==> config.mk <==
export PLATFORM = sky130hd
export DESIGN_NAME = mixcol_seq
export DESIGN_NICKNAME = d
export VERILOG_FILES = /design/src/rtl/mixcol_seq.sv
export SDC_FILE = /design/constraint.sdc
export NUM_CORES = 1
export LEC_CHECK = 0
export ABC_AREA = 1
export CAP_MARGIN = 0
export CORE_MARGIN = 1.5
export CORE_UTILIZATION = 45
export CTS_BUF_LIST = sky130_fd_sc_hd__clkbuf_8 sky130_fd_sc_hd__clkbuf_16
export CTS_CLUSTER_SIZE = 14
export DETAILED_ROUTE_END_ITERATION = 10
export GPL_TIMING_DRIVEN = 1
export PLACE_DENSITY = 0.84
export SETUP_SLACK_MARGIN = 0.3
export SLEW_MARGIN = 15
export SYNTH_ARGS = -nofsm -noshare
export SYNTH_HDL_FRONTEND = slang
export SYNTH_SLANG_ARGS = --single-unit
==> constraint.sdc <==
create_clock -name clk -period 1.7 [get_ports clk]
set_input_delay 0.17 -clock clk [delete_from_list [all_inputs] [get_ports clk]]
set_output_delay 0.17 -clock clk [all_outputs]
set_load 0.02 [all_outputs]
==> src/rtl/mixcol_seq.sv <==
// mixcol_seq: control sequencer for a byte-serial 4-byte column register that
// feeds MixColumns. One block takes 16 bytes in and puts 16 bytes out over
// 20 cycles. con_sel reloads each column with its MixColumns result, unless
// the block was started as the last round.
// Optional feature macro: MIXSEQ_OVERLAP_EN. When it is defined, a new block
// may start while the previous block drains its last bytes.
module mixcol_seq #(
  parameter int NBYTES = 16,
  parameter int CNT_W  = 5
) (
  input  logic       clk,
  input  logic       rst,
  input  logic       start,
  input  logic       last_round,
  output logic       busy,
  output logic       in_req,
  output logic [3:0] in_idx,
  output logic       con_sel,
  output logic       dout_valid,
  output logic [3:0] out_idx,
  output logic       done
);

  localparam logic [CNT_W-1:0] C_FILL_END = CNT_W'(3);
  localparam logic [CNT_W-1:0] C_RUN_END  = CNT_W'(NBYTES - 1);
  localparam logic [CNT_W-1:0] C_LAST     = CNT_W'(NBYTES + 3);

  typedef enum logic [1:0] {S_IDLE, S_FILL, S_RUN, S_DRAIN} state_t;

  state_t           r_state, w_state_next;
  logic [CNT_W-1:0] r_cyc, w_cyc_next;
  logic             r_bypass, w_bypass_next;
  logic             w_accept;
  logic             w_main_out;

  // State, block cycle counter and the latched bypass flag
  always_ff @(posedge clk) begin
    if (rst) begin
      r_state  <= S_IDLE;
      r_cyc    <= '0;
      r_bypass <= 1'b0;
    end else begin
      r_state  <= w_state_next;
      r_cyc    <= w_cyc_next;
      r_bypass <= w_bypass_next;
    end
  end

  // Next-state logic; an accepted start always restarts the block at cycle 0
  always_comb begin
    w_state_next  = r_state;
    w_cyc_next    = r_cyc;
    w_bypass_next = r_bypass;
    w_accept      = 1'b0;
    case (r_state)
      S_IDLE: begin
        w_accept = start;
      end
      S_FILL: begin
        w_cyc_next = r_cyc + CNT_W'(1);
        if (r_cyc == C_FILL_END) w_state_next = S_RUN;
      end
      S_RUN: begin
        w_cyc_next = r_cyc + CNT_W'(1);
        if (r_cyc == C_RUN_END) w_state_next = S_DRAIN;
      end
      S_DRAIN: begin
`ifdef MIXSEQ_OVERLAP_EN
        w_accept = start;
`endif
        if (r_cyc == C_LAST) begin
          w_state_next = S_IDLE;
          w_cyc_next   = '0;
        end else begin
          w_cyc_next = r_cyc + CNT_W'(1);
        end
      end
      default: begin
        w_state_next = S_IDLE;
        w_cyc_next   = '0;
      end
    endcase
    if (w_accept) begin
      w_state_next  = S_FILL;
      w_cyc_next    = '0;
      w_bypass_next = last_round;
    end
  end

  assign w_main_out = (r_state == S_RUN) || (r_state == S_DRAIN);

`ifdef MIXSEQ_OVERLAP_EN
  localparam logic [3:0] C_LAST_COL = 4'(NBYTES - 4);

  // Drain counter: finishes the old block's last bytes after a restart
  logic       r_dact;
  logic [1:0] r_dcnt;

  // The handoff happens only when old output bytes remain after this cycle
  always_ff @(posedge clk) begin
    if (rst) begin
      r_dact <= 1'b0;
      r_dcnt <= 2'd0;
    end else if (w_accept && (r_state == S_DRAIN) && (r_cyc != C_LAST)) begin
      r_dact <= 1'b1;
      r_dcnt <= 2'(r_cyc - C_RUN_END);
    end else if (r_dact) begin
      r_dact <= (r_dcnt != 2'd3);
      r_dcnt <= (r_dcnt == 2'd3) ? 2'd0 : r_dcnt + 2'd1;
    end
  end

  // Outputs: input side follows the new block, output side merges both
  always_comb begin
    busy       = (r_state == S_FILL) || (r_state == S_RUN);
    in_req     = busy;
    in_idx     = in_req ? r_cyc[3:0] : 4'd0;
    con_sel    = w_main_out && !r_bypass && (r_cyc[1:0] == 2'd0);
    dout_valid = w_main_out || r_dact;
    out_idx    = 4'd0;
    if (r_dact)          out_idx = {C_LAST_COL[3:2], r_dcnt};
    else if (w_main_out) out_idx = 4'(r_cyc - CNT_W'(4));
    done       = (r_dact && (r_dcnt == 2'd3)) ||
                 ((r_state == S_DRAIN) && (r_cyc == C_LAST));
  end
`else
  // Outputs decoded from state and block cycle; loads land on cycles 4,8,12,16
  always_comb begin
    busy       = (r_state != S_IDLE);
    in_req     = (r_state == S_FILL) || (r_state == S_RUN);
    in_idx     = in_req ? r_cyc[3:0] : 4'd0;
    con_sel    = w_main_out && !r_bypass && (r_cyc[1:0] == 2'd0);
    dout_valid = w_main_out;
    out_idx    = w_main_out ? 4'(r_cyc - CNT_W'(4)) : 4'd0;
    done       = (r_state == S_DRAIN) && (r_cyc == C_LAST);
  end
`endif

endmodule
==> reports/metrics.yaml <==
whs_ps: 491
slowest_stage: "dfxtp_4"
hold_path_startpoint: "r_bypass"
dp_worst_setup_slack_ps: -38.4
synthAdderAreaFrac_pct: 20.6
root_buffer: "clkbuf_8"
p_switching_uw: 525
ir_drop_mv: 0.979
hp-class: "flop to flop"
whs_endpoint: "r_bypass"
nets: 141
area_growth_pct: 76.1
cpPeakStageDelay_ps: 380
worst_slack_ps: 248
first_pass_iters: 4
grt_max_degree: 9
cp-start-kind: "flop"
place.gp.congestion: 0.771
r2r_end: "r_cyc[0]"
num_rows: 13
cts.sink_count: 8
totalPowerFinal_mw: 1.18
finalSetupViolations: 0
fin_crit_sh_pct: 85.4
comb_power_share_pct: 55.9
place.detailed.hpwl_mm: 1.11
postSynthAreaPerCell_um2: 6.68
sw_frac_of_total_pct: 44.4
wl_per_cell_um: 17.6
tightest_slew_ps: 265
start_util_pct: 47.3
die-width_um: 39.8
total_leakage_power_nw: 0.502
fmax_ghz: 0.689
ys_types: 18
cts_tree: "done"
antenna_found_initial: 0
cp.required_ps: 1530
utilization_pct: 83.3
fin_skew_ps: 7.29
hold_depth: 2
synth_xor_area_share_pct: 0
rsz0062_at_grt: "yes"
worst-path-max-fanout: 4
multi_input_area_um2: 503
io_buffers: 16
status: "finished, final reports clean"
cpMostUsedCell: "buf_4"
synthMuxAreaShare_pct: 0
critPathCaptureType: "output pin"
final_cell_mix: "buf_4, nand2_1, nor2_1"
htreeDepth: 1
synth-compound-area-share_pct: 7.00
netlist_instances: 91
place_inst: 130
vias: 748
max_slew_margin_pct: 82.2
seq_area_um2: 178
die_h_um: 39.8
clk_latency_ps: 240
wl_mm: 2.47
fin_crit_ps: 1450
setup_tns_ps: 0
p_int_uw: 658
syn-num-nets: 105
worst-path-buf-inv: 3
rr_startpoint: "r_state[1]"
yosys_warnings: 0
worstPathArrival_ps: 1280
synth-simple-area-share_pct: 35.0
ys_ff_latch: 8
numCtsBuffers: 3
drtAntennaViolNets: 0
p_clk_share_pct: 20.6
seq_area_frac_synth_pct: 26.3
synth_top_family_by_area: "simple AND/OR/NAND/NOR gates"
final_cells: 140
drv_cap: 0
clk_path_buf_depth: 2
place_area_um2: 850
final_common_cell: "buf_4"
grt_pass1_vias: 673
grt_pass1_wl_mm: 2.97
gr-total-overflow: 0
hold_viol_final: 0
r2r_setup_slack_ps: 260
fillers: 63
cpLargestDelayFamily: "flip-flops"
die_area_um2: 1580
clk_pin_slew_ps: 50
ios: 17
path_cells: "inv_4 -> ha_4 -> nor2_4 -> buf_4 -> nor2_1 -> buf_4"
layout-drive-gt1-share_pct: 56.8
antenna_cells: 0
syn_area_um2: 608
drc_errors: 0
maxSlewViolCount: 0
pwr-share-seq_pct: 23.5
final_area_um2: 1070
vias_per_cell: 5.34
grt.total_usage_pct: 30.6
cellPowerDensity_nw_per_um2: 1100
reg2regPathDepth: 7
drt_iter0_drc: 22
worstSetupPathType: "flop to output pin"
core_um2: 1280
-- logic make-up (layout without fill, tap and decap cells) --
kind of cell | after synthesis | count (layout)
compound gates | 7 | 7
simple gates | 48 | 48
fa+ha+maj | 10 | 10
flops | 8 | 8
buf+inv | 18 | 52
-- worst reg2reg max path: stages, from the launching register on --
cell     delay, ps
dfxtp_4        410
inv_4           50
ha_4           180
nand2_1         80
inv_1          110
nor2_4         150
nand2_2        110
nor3_1         220
-- how the worst max path moves through the flow --
stage                    start  cells past startpoint  slack [ps]          to
floorplan           r_state[1]                      5         330     con_sel
global placement    r_state[1]                      5         -20   in_idx[1]
detailed placement  r_state[1]                      5         -40   in_idx[2]
CTS                 r_state[1]                      5         280        done
global route        r_state[0]                      6         220  out_idx[3]
finish              r_state[0]                      6         250  out_idx[3]
-- power groups by stage --
stage / Sequential [mW] / Clock, mW / Combinational, mW
2_1_floorplan: 0.244 / 0 / 0.294
3_3_place_gp: 0.248 / 0 / 0.497
3_5_place_dp: 0.250 / 0 / 0.507
4_1_cts: 0.261 / 0.231 / 0.557
5_1_grt: 0.280 / 0.255 / 0.697
6_report: 0.278 / 0.244 / 0.661
-- cells in the mapped netlist --
cell       instances  area share (%)
or2_1              1             1.0
nor2_2             2             2.1
a31oi_1            1             1.0
o21ai_0            1            0.82
a21boi_0           1             1.2
nand3_2            1             1.6
nand2_1           22              14
o2111ai_1          1             1.4
inv_1             17              10
a21oi_1            3             2.5
nor3_2             1             1.6
nor3_1             1            0.82
nand3_1            3             2.5
nor2_1            14             8.6
nand2_2            3             3.1
ha_1              10              21
inv_2              1            0.62
dfxtp_1            8              26
-- timing repair --
action,in CTS,in global routing
pin swaps,9,5
resized for setup,89,26
buffers inserted,5,2
setup endpoints to repair,20,16
hold buffers,0,0
hold endpoints to repair,0,0
-- flip-flops by register name (all words and copies together), names as in the netlist --
| signal | flops |
|---|---|
| r_bypass | 1 |
| r_cyc | 5 |
| r_state | 2 |
-- layout make-up --
type	count	area share [%]
multi-input cells	65	47.0
repair buffers	31	23.8
flip-flops and latches	8	16.6
inverters	18	7.01
clock buffers	3	3.86
well taps	15	1.75
-- metal layers --
layer	vias up	wire length [um]	GRT usage, %
li1	344	-	-
met2	41	1220	52.5
met3	12	150	9.09
met1	351	978	31.6
met4	0	121	19.8
met5	-	0	0
No activity file was read; power rests on OpenSTA's default activity.
==> edit (same settings) <==
Set the parameter `CNT_W` to 7 (it was 5).
--- a/src/rtl/mixcol_seq.sv
+++ b/src/rtl/mixcol_seq.sv
@@ -6,7 +6,7 @@
 // may start while the previous block drains its last bytes.
 module mixcol_seq #(
   parameter int NBYTES = 16,
-  parameter int CNT_W  = 5
+  parameter int CNT_W  = 7
 ) (
   input  logic       clk,
   input  logic       rst,
Function: no difference found for any inputs over 10 cycles, from zero or initial values and one cycle with rst high; that may be too few to reach the edited logic, so the function may still have changed.
==> edit against the original RTL <==
- first-iteration DRC count is 41% higher
- sequential cell count up 2
- synthesized area grew 15%
- cell count up 11%
- die area up 14%
- worst setup slack got worse by 25 ps
- power rose by 9.0%
- design area is 16% higher
- routed wire length up 15%
- largest power group unchanged
- highest routed layer unchanged
==> edit: results (changes against the original RTL) <==
| Metric | Value |
|---|---|
| Status | completed (unchanged) |
| Filler cells | 71 (was 63) |
| Final clock skew | 1.195 ps (was 7.290 ps) |
| Placed cell area | 959.7 µm² (was 849.6 µm²) |
| VDD IR max | 872.6 µV (was 978.9 µV) |
| P_comb | 0.678 mW (was 0.661 mW) |
| Dpl cells | 144 (was 130) |
| Syn nets | 115 (was 105) |
| Synth Instances | 102 (was 91) |
| Routability congestion estimate | 0.8235 (was 0.7706) |
| CP arrival | 1610 ps (was 1280 ps) |
| Layout area overhead | 76.65% (was 76.13%) |
| GR Util met1 | 0.2778 (was 0.3165) |
| Slew @ Worst Pin | 231.0 ps (was 265.4 ps) |
| Share of cells above drive strength 1 | 0.5643 (was 0.5680) |
| Layout Cells excl Fill | 156 (was 140) |
| Largest net degree at the start of global routing | 7 (was 9) |
| Commonest cells post-synth | nand2_1 (21), nor2_1 (18), inv_1 (17), dfxtp_1 (10), ha_1 (9) (was nand2_1 (22), inv_1 (17), nor2_1 (14), ha_1 (10), dfxtp_1 (8)) |
| Nets | 154 (was 141) |
| Vias | 856 (was 748) |
| Vias in the first global route | 768 (was 673) |
| GRT Util Overall | 0.2560 (was 0.3060) |
| Met3 WL | 202 µm (was 150 µm) |
| Biggest regs | r_cyc (7), r_state (2), r_bypass (1) (was r_cyc (5), r_state (2), r_bypass (1)) |
| Met2 wire length | 1361 µm (was 1220 µm) |
| Seq/Total Area, Yosys | 0.2852 (was 0.2634) |
| Met3 usage | 0.06034 (was 0.09091) |
| M1 WL | 1121 µm (was 978 µm) |
edit: through the flow:
step / hold slack [ps] / worst slack, ps
5_1_grt: 547.3 / 159.7
6_report: 528.3 / 222.5
2_1_floorplan: 239.1 / 328.1
4_1_cts: 469.0 / 262.3
3_3_place_gp: 460.7 / 20.27
3_5_place_dp: 462.9 / -65.27
edit: timing repair:
action                                  in CTS  in global routing
resized for setup                           81                 39
endpoints found under the setup margin      20                 21
pin swaps                                    4                  9
buffers inserted                             1                  7
edit: path summary, 6_finish.rpt:
path | slack, ps | endpoint | start | cells past startpoint
worst max-delay path | 220 | r_state[1]$_SDFFE_PP0P_ | r_state[0]$_SDFFE_PP0P_ | 10
worst min-delay path | 530 | r_bypass$_SDFFE_PP0P_ | r_bypass$_SDFFE_PP0P_ | 2
worst max register to register | 220 | r_state[1]$_SDFFE_PP0P_ | r_state[0]$_SDFFE_PP0P_ | 10
worst min register to register | 530 | r_bypass$_SDFFE_PP0P_ | r_bypass$_SDFFE_PP0P_ | 2
edit: cell type report:
type / count / area share
clock buffer: 4 / 0.04440
inverter: 19 / 0.06155
multi-input combinational: 73 / 0.4652
sequential: 10 / 0.1736
tap: 16 / 0.01615
timing repair buffer: 34 / 0.2392
edit: cell families (layout without fill, tap and decap cells):
kind of cell    count (synthesis)  after routing  share of synthesized area
compound gates                  5              5                    0.04099
xor+xnor                        5              5                    0.06239
fa+ha+maj                       9              9                     0.1604
buf+inv                        19             57                     0.1016
flops                          10             10                     0.2852
simple gates                   54             54                     0.3494
edit: critical path: stages, from the launching register on:
cell	delay, ps
dfxtp_4	390
inv_4	60
ha_4	170
buf_4	130
buf_4	130
nand2_1	70
nand2_2	70
nor2_2	170
nand2_1	90
nand2_1	70
nor2_1	40
